--- src/rtl/sign_narrow.sv ---
`default_nettype none
// ============================================================================
// Module   : sign_narrow
// Purpose  : Narrows signed words to OUT_WIDTH bits (saturate or wrap) through
//            a 2-entry output FIFO, with overflow statistics.
// Revision : 1.0 - initial release
// ============================================================================
module sign_narrow #(
  parameter int IN_WIDTH  = 32,
  parameter int OUT_WIDTH = 5
) (
  input  logic                 clk,
  input  logic                 rstb,
  input  logic                 in_valid,
  output logic                 in_ready,
  input  logic [IN_WIDTH-1:0]  in_data,
  input  logic                 sat_en,
  output logic                 out_valid,
  input  logic                 out_ready,
  output logic [OUT_WIDTH-1:0] out_data,
  output logic                 out_ovf,
  input  logic                 clr_stats,
  output logic                 ovf_sticky,
  output logic [7:0]           ovf_count
);

  localparam logic [OUT_WIDTH-1:0] c_max = {1'b0, {(OUT_WIDTH-1){1'b1}}};
  localparam logic [OUT_WIDTH-1:0] c_min = {1'b1, {(OUT_WIDTH-1){1'b0}}};

  logic [1:0]                r_count;
  logic [OUT_WIDTH-1:0]      r_head_data;
  logic                      r_head_ovf;
  logic [OUT_WIDTH-1:0]      r_tail_data;
  logic                      r_tail_ovf;
  logic [7:0]                r_ovf_count;
  logic                      r_ovf_sticky;

  logic [IN_WIDTH-OUT_WIDTH:0] w_hi;
  logic                        w_ovf;
  logic [OUT_WIDTH-1:0]        w_res;
  logic                        w_push;
  logic                        w_pop;

  // The input fits exactly when the discarded bits plus the new sign bit agree.
  assign w_hi  = in_data[IN_WIDTH-1:OUT_WIDTH-1];
  assign w_ovf = (|w_hi) && !(&w_hi);

  always_comb begin
    w_res = in_data[OUT_WIDTH-1:0];
    if (w_ovf && sat_en) begin
      w_res = in_data[IN_WIDTH-1] ? c_min : c_max;
    end
  end

  assign in_ready   = rstb && (r_count != 2'd2);
  assign out_valid  = (r_count != 2'd0);
  assign out_data   = r_head_data;
  assign out_ovf    = r_head_ovf;
  assign ovf_count  = r_ovf_count;
  assign ovf_sticky = r_ovf_sticky;

  assign w_push = in_valid && in_ready;
  assign w_pop  = out_valid && out_ready;

  always_ff @(posedge clk) begin
    if (!rstb) begin
      r_count     <= 2'd0;
      r_head_data <= '0;
      r_head_ovf  <= 1'b0;
      r_tail_data <= '0;
      r_tail_ovf  <= 1'b0;
    end else begin
      case (r_count)
        2'd0: begin
          if (w_push) begin
            r_head_data <= w_res;
            r_head_ovf  <= w_ovf;
            r_count     <= 2'd1;
          end
        end
        2'd1: begin
          if (w_push && w_pop) begin
            r_head_data <= w_res;
            r_head_ovf  <= w_ovf;
          end else if (w_push) begin
            r_tail_data <= w_res;
            r_tail_ovf  <= w_ovf;
            r_count     <= 2'd2;
          end else if (w_pop) begin
            r_count     <= 2'd0;
          end
        end
        default: begin
          // Full: no push possible, a pop promotes the tail entry.
          if (w_pop) begin
            r_head_data <= r_tail_data;
            r_head_ovf  <= r_tail_ovf;
            r_count     <= 2'd1;
          end
        end
      endcase
    end
  end

  always_ff @(posedge clk) begin
    if (!rstb || clr_stats) begin
      r_ovf_count  <= 8'd0;
      r_ovf_sticky <= 1'b0;
    end else if (w_push && w_ovf) begin
      r_ovf_sticky <= 1'b1;
      if (r_ovf_count != 8'hFF) begin
        r_ovf_count <= r_ovf_count + 8'd1;
      end
    end
  end

endmodule
`default_nettype wire

--- config.mk ---
export PLATFORM = sky130hd
export DESIGN_NAME = sign_narrow
export DESIGN_NICKNAME = d
export VERILOG_FILES = /design/src/rtl/sign_narrow.sv
export SDC_FILE = /design/constraint.sdc
export NUM_CORES = 1
export LEC_CHECK = 0
export BUFFER_PORTS_ARGS = -buffer_cell sky130_fd_sc_hd__buf_4
export CAP_MARGIN = 15
export CORE_MARGIN = 2
export CORE_UTILIZATION = 50
export CTS_CLUSTER_DIAMETER = 60
export DETAILED_ROUTE_END_ITERATION = 10
export GPL_ROUTABILITY_DRIVEN = 0
export HOLD_SLACK_MARGIN = 0.02
export PLACE_DENSITY = 0.79
export SYNTH_ARGS = -nofsm -noshare
export SYNTH_HDL_FRONTEND = slang
export SYNTH_SLANG_ARGS = --single-unit
--- constraint.sdc ---
create_clock -name clk -period 5.95 [get_ports clk]
set_clock_uncertainty 0.1 [all_clocks]
set_input_delay 1.19 -clock clk [delete_from_list [all_inputs] [get_ports clk]]
set_output_delay 1.19 -clock clk [all_outputs]
set_load 0.05 [all_outputs]
---- Yosys cells after proc, flatten, opt, wreduce, memory -nomap -nowiden ----
Index checks and enable logic that the tools add are counted.
word-level totals
  flip-flop bits (word level) ............. 23
  input port bits ......................... 38
  output and inout port bits .............. 17
  word-level logic and storage cells ...... 51
cells by class
  $add $sub $neg .......................... 1
  equality and inequality tests ........... 7
  multiplexer cells ....................... 16
  bitwise gates (word level) .............. 1
  reductions and logical operators ........ 19
operators by type and width
  kind                                                              count
  28-bit AND reduction                                              1
  28-bit OR reduction                                               1
  5-bit two-way mux                                                 5
  2-bit two-way mux                                                 5
  5-bit case mux with 2 select lines                                1
  8-bit by 1-bit adder with 8-bit output (second input constant)    1
  2-bit != test (second input constant)                             4
  8-bit != test (second input constant)                             1
  1-bit logical AND                                                 7
  3-bit AND reduction                                               2
  2-bit case mux with 2 select lines                                1
  4-bit AND reduction                                               1
  1-bit two-way mux                                                 3
  3-bit != test (second input constant)                             1
  3-bit nonzero test                                                1
  2-bit by 1-bit == test with 1-bit output (second input constant)  1
  1-bit logical NOT                                                 2
  2-bit logical NOT                                                 1
  1-bit case mux with 2 select lines                                1
  2-bit AND reduction                                               1
  2-bit nonzero test                                                1
  1-bit logical OR                                                  1
  1-bit inverter                                                    1

---- Depth between registers and ports, before layout ----
  depth in word-level cells ............... 7
  gate-level depth with buffers ........... 7
  depth with buffers taken out ............ 6

---- Worst setup path after synthesis ----
OpenSTA, ideal clock, no wires.
  kind .................................... input port to output port
  from .................................... input rstb
  to ...................................... output in_ready
  arrival time ............................ 2.181 ns
  required time ........................... 4.660 ns
  path slack .............................. 2.479 ns
  stages .................................. 3
  buffers on the path ..................... 2
  cell sequence ........................... clkbuf_1 -> buf_1 -> o21a_1
between the ends
  word-level cells in the longest chain between the ends .. 1
ends and longest elaborated chain
  item               RTL line  source
  from (decl)        13        input logic rstb,
  1-bit logical AND  55        assign in_ready = rstb && (r_count != 2'd2);
  to (decl)          15        output logic in_ready,
No other way between the ends.

---- Worst setup path after layout ----
Ends and elaborated chain as after synthesis.

==> qor.csv <==
stage;metric;value;unit
layout;ant diodes;0;
synth;post-synthesis sequential area ratio;36.0;%
clock_network;Root Buffer;clkbuf_4;
setup_path;crit end category;primary output;
global_routing;first-pass GRT wire length;5250;um
clock_network;H-tree depth;1;
setup_path;Startpoint Class;primary input;
synth;syn avg cell area;8.35;um^2
global_routing;antenna violations before repair;0;
synth;area share of the largest cell type after synthesis;36.0;%
setup_path;Critical Setup Path Class;in -> out;
status;status;completed;
global_routing;vias in the first global route;1218;
route;DRC violations left;0;
global_routing;Global Route met1 Usage;27.4;%
sta;worst-margin pin slew;0.801;ns
synth;area leader, netlist;dfxtp_1;
die;die height;54.5;um
global_routing;gr usage total;24.3;%
die;Starting Density;52.0;%
sta;fin crit period;3.02;ns
global_routing;met2 Use GR;45.4;%
synth;Mapped Nets;192;
clock_network;CTS tree;built;
clock_network;clock latency on the worst-skew pair;0.31;ns
route;drt pass-1 iters;4;
synth;flops & latches, synth;23;
clock_network;CTS Buffer Depth;2;
die;Die X;54.5;um
place;Detailed Place HPWL;2610;um
route;WL per Instance;14.4;um
global_routing;grt ovf;0;
power;total power;310;uW
sta;setup TNS;0;ns
synth;top cells by area, synth;dfxtp_1 36%, nand3_1 7.4%, mux2i_1 4.7%, nand2_1 4.7%, a21oi_1 3.9%;
sta;setup violators final;0;
route;initial DRC count;41;
clock_network;Clock transition at path regs;0.12;ns
flow_run;maxcap violations;0;
sta;slew margin rel.;46.0;%
synth;Warnings, synthesis;0;
clock_network;number of buffers created by CTS;3;
die;core area;0.00245;mm^2
place;# port buffers;54;
route;final wirelength;3360;um
die;Row Count;18;
clock_network;post-CTS setup repair buffer count;0;
power;switching pwr;92.7;uW
die;die area;0.00298;mm^2
layout;Area Growth Syn to Fin;34.1;%
synth;Post-synth EDFFs;0;
sta;fin crit share;50.7;%
setup_path;CP arrival;1.73;ns
power;clock share of power;23.9;%
clock_network;post-cts resize count;0;
die;I/O pins;55;
route;vias;1374;
global_routing;pin count of the biggest net entering global routing;21;
synth;Post-synth ARST share;0;%
sta;max-slew violations;0;
layout;share of cells above drive strength 1;32.4;%
route;Post-DRT Antenna Nets;0;
power;Sw Share;30.0;%
layout;Post-layout nets;244;
power;Pint;217;uW
power;pwr dens;181;mW/mm^2
power;Gate power share;23.4;%
synth;synth cell count leaders;23 x dfxtp_1, 19 x nand3_1, 16 x nand2_1;
synth;Distinct cells, synth;41;
setup_path;R2R setup slack;4.04;ns
min_path;hold crit path type;reg -> reg;
power;Reg power frac;52.7;%
global_routing;busiest grt layer;met2;
synth;most frequent cell after synthesis;dfxtp_1;
route;mean number of vias per cell;5.87;
setup_path;Max FO, Critical Path;20;
power;Leak;0.000713;uW
setup_path;Worst Path Required;4.66;ns
sta;f_max;331;MHz
synth;Top FF cell, synth;dfxtp_1;
sta;Final Hold Violating Endpoints;0;
sta;RSZ-0062 raised after global routing;no;
synth;synthesized area;0.00128;mm^2
power;Worst VDD drop;0.213;mV
clock_network;hold-fix buffers at CTS;0;
global_routing;met3 Usage GRT;6.28;%
synth;cells after synthesis;153;
clock_network;clock sink total;23;
==> layout by cell type, fill, tap and decap left out, drive strengths merged, types with 2 or more instances in the layout <==
master,n
buf,54
nand2b,3
or3,3
o21a,2
dfxtp,23
a21oi,10
clkbuf,4
nor2,6
nand4,8
inv,3
nand3,19
or4,3
mux2i,6
o221ai,2
o21ai,10
o2bb2ai,5
nand2,16
nor3,2
nor4,7
o31ai,2
==> cells by family (layout without fill, tap and decap cells) <==
group	Yosys count	in the layout	synth area share (%)
flip-flops	23	23	36.0
adder cells (fa/ha/maj)	1	1	0.979
AO/OA/AOI/OAI	39	39	22.8
AND/OR/NAND/NOR	72	72	30.8
multiplexers	7	7	5.58
buffers and inverters	11	62	3.82
==> per-stage QoR <==
step	std cells	hold WS, ns	util [%]	setup slack [ns]	instance area [um^2]
5_1_grt	234	0.394	69.8	2.88	1710
6_report	234	0.372	69.8	2.93	1710
4_1_cts	234	0.374	69.8	2.93	1710
3_5_place_dp	230	0.357	68.7	2.94	1690
2_1_floorplan	153	0.334	-	2.48	1280
3_3_place_gp	230	0.343	68.7	2.94	1690
==> flip-flops by register name (all words and copies together), names as in the netlist <==
name and flops:
out_data 5, out_ovf 1, ovf_sticky 1, ovf_count 8, r_tail_data 5, r_tail_ovf 1, r_count 2
==> power groups by stage <==
| stage | Clock, uW | Sequential (uW) | Combinational, uW |
|---|---|---|---|
| 5_1_grt | 79.8 | 164 | 78.1 |
| 4_1_cts | 75.6 | 163 | 72.4 |
| 3_5_place_dp | 0 | 166 | 72.1 |
| 6_report | 74.0 | 163 | 72.5 |
| 3_3_place_gp | 0 | 166 | 70.0 |
| 2_1_floorplan | 0 | 177 | 28.2 |
==> final timing paths <==
check,start,endpoint,cells past startpoint
setup / recovery,rstb,in_ready,3
setup reg to reg,r_count[1],ovf_count[4],5
hold reg to reg,r_tail_data[0],r_tail_data[0],2
hold / removal,r_tail_data[0],r_tail_data[0],2
==> worst max-delay path, stage by stage <==
cell and delay (ns):
buf_4 0.20, o21a_1 0.15, buf_4 0.19
==> routing by layer <==
layer	vias up	wire (um)
met5	-	0
met2	45	1770
met1	637	1420
li1	690	-
met4	0	10
met3	2	151
==> layout make-up <==
type                       count  area (um^2)
clock buffer                   4         26.3
fill                         197          742
inverter                       4         15.0
multi-input combinational    119          768
sequential                    23          460
tap                           30         37.5
timing repair buffer          54          405
(Power assumes the default switching activity.)
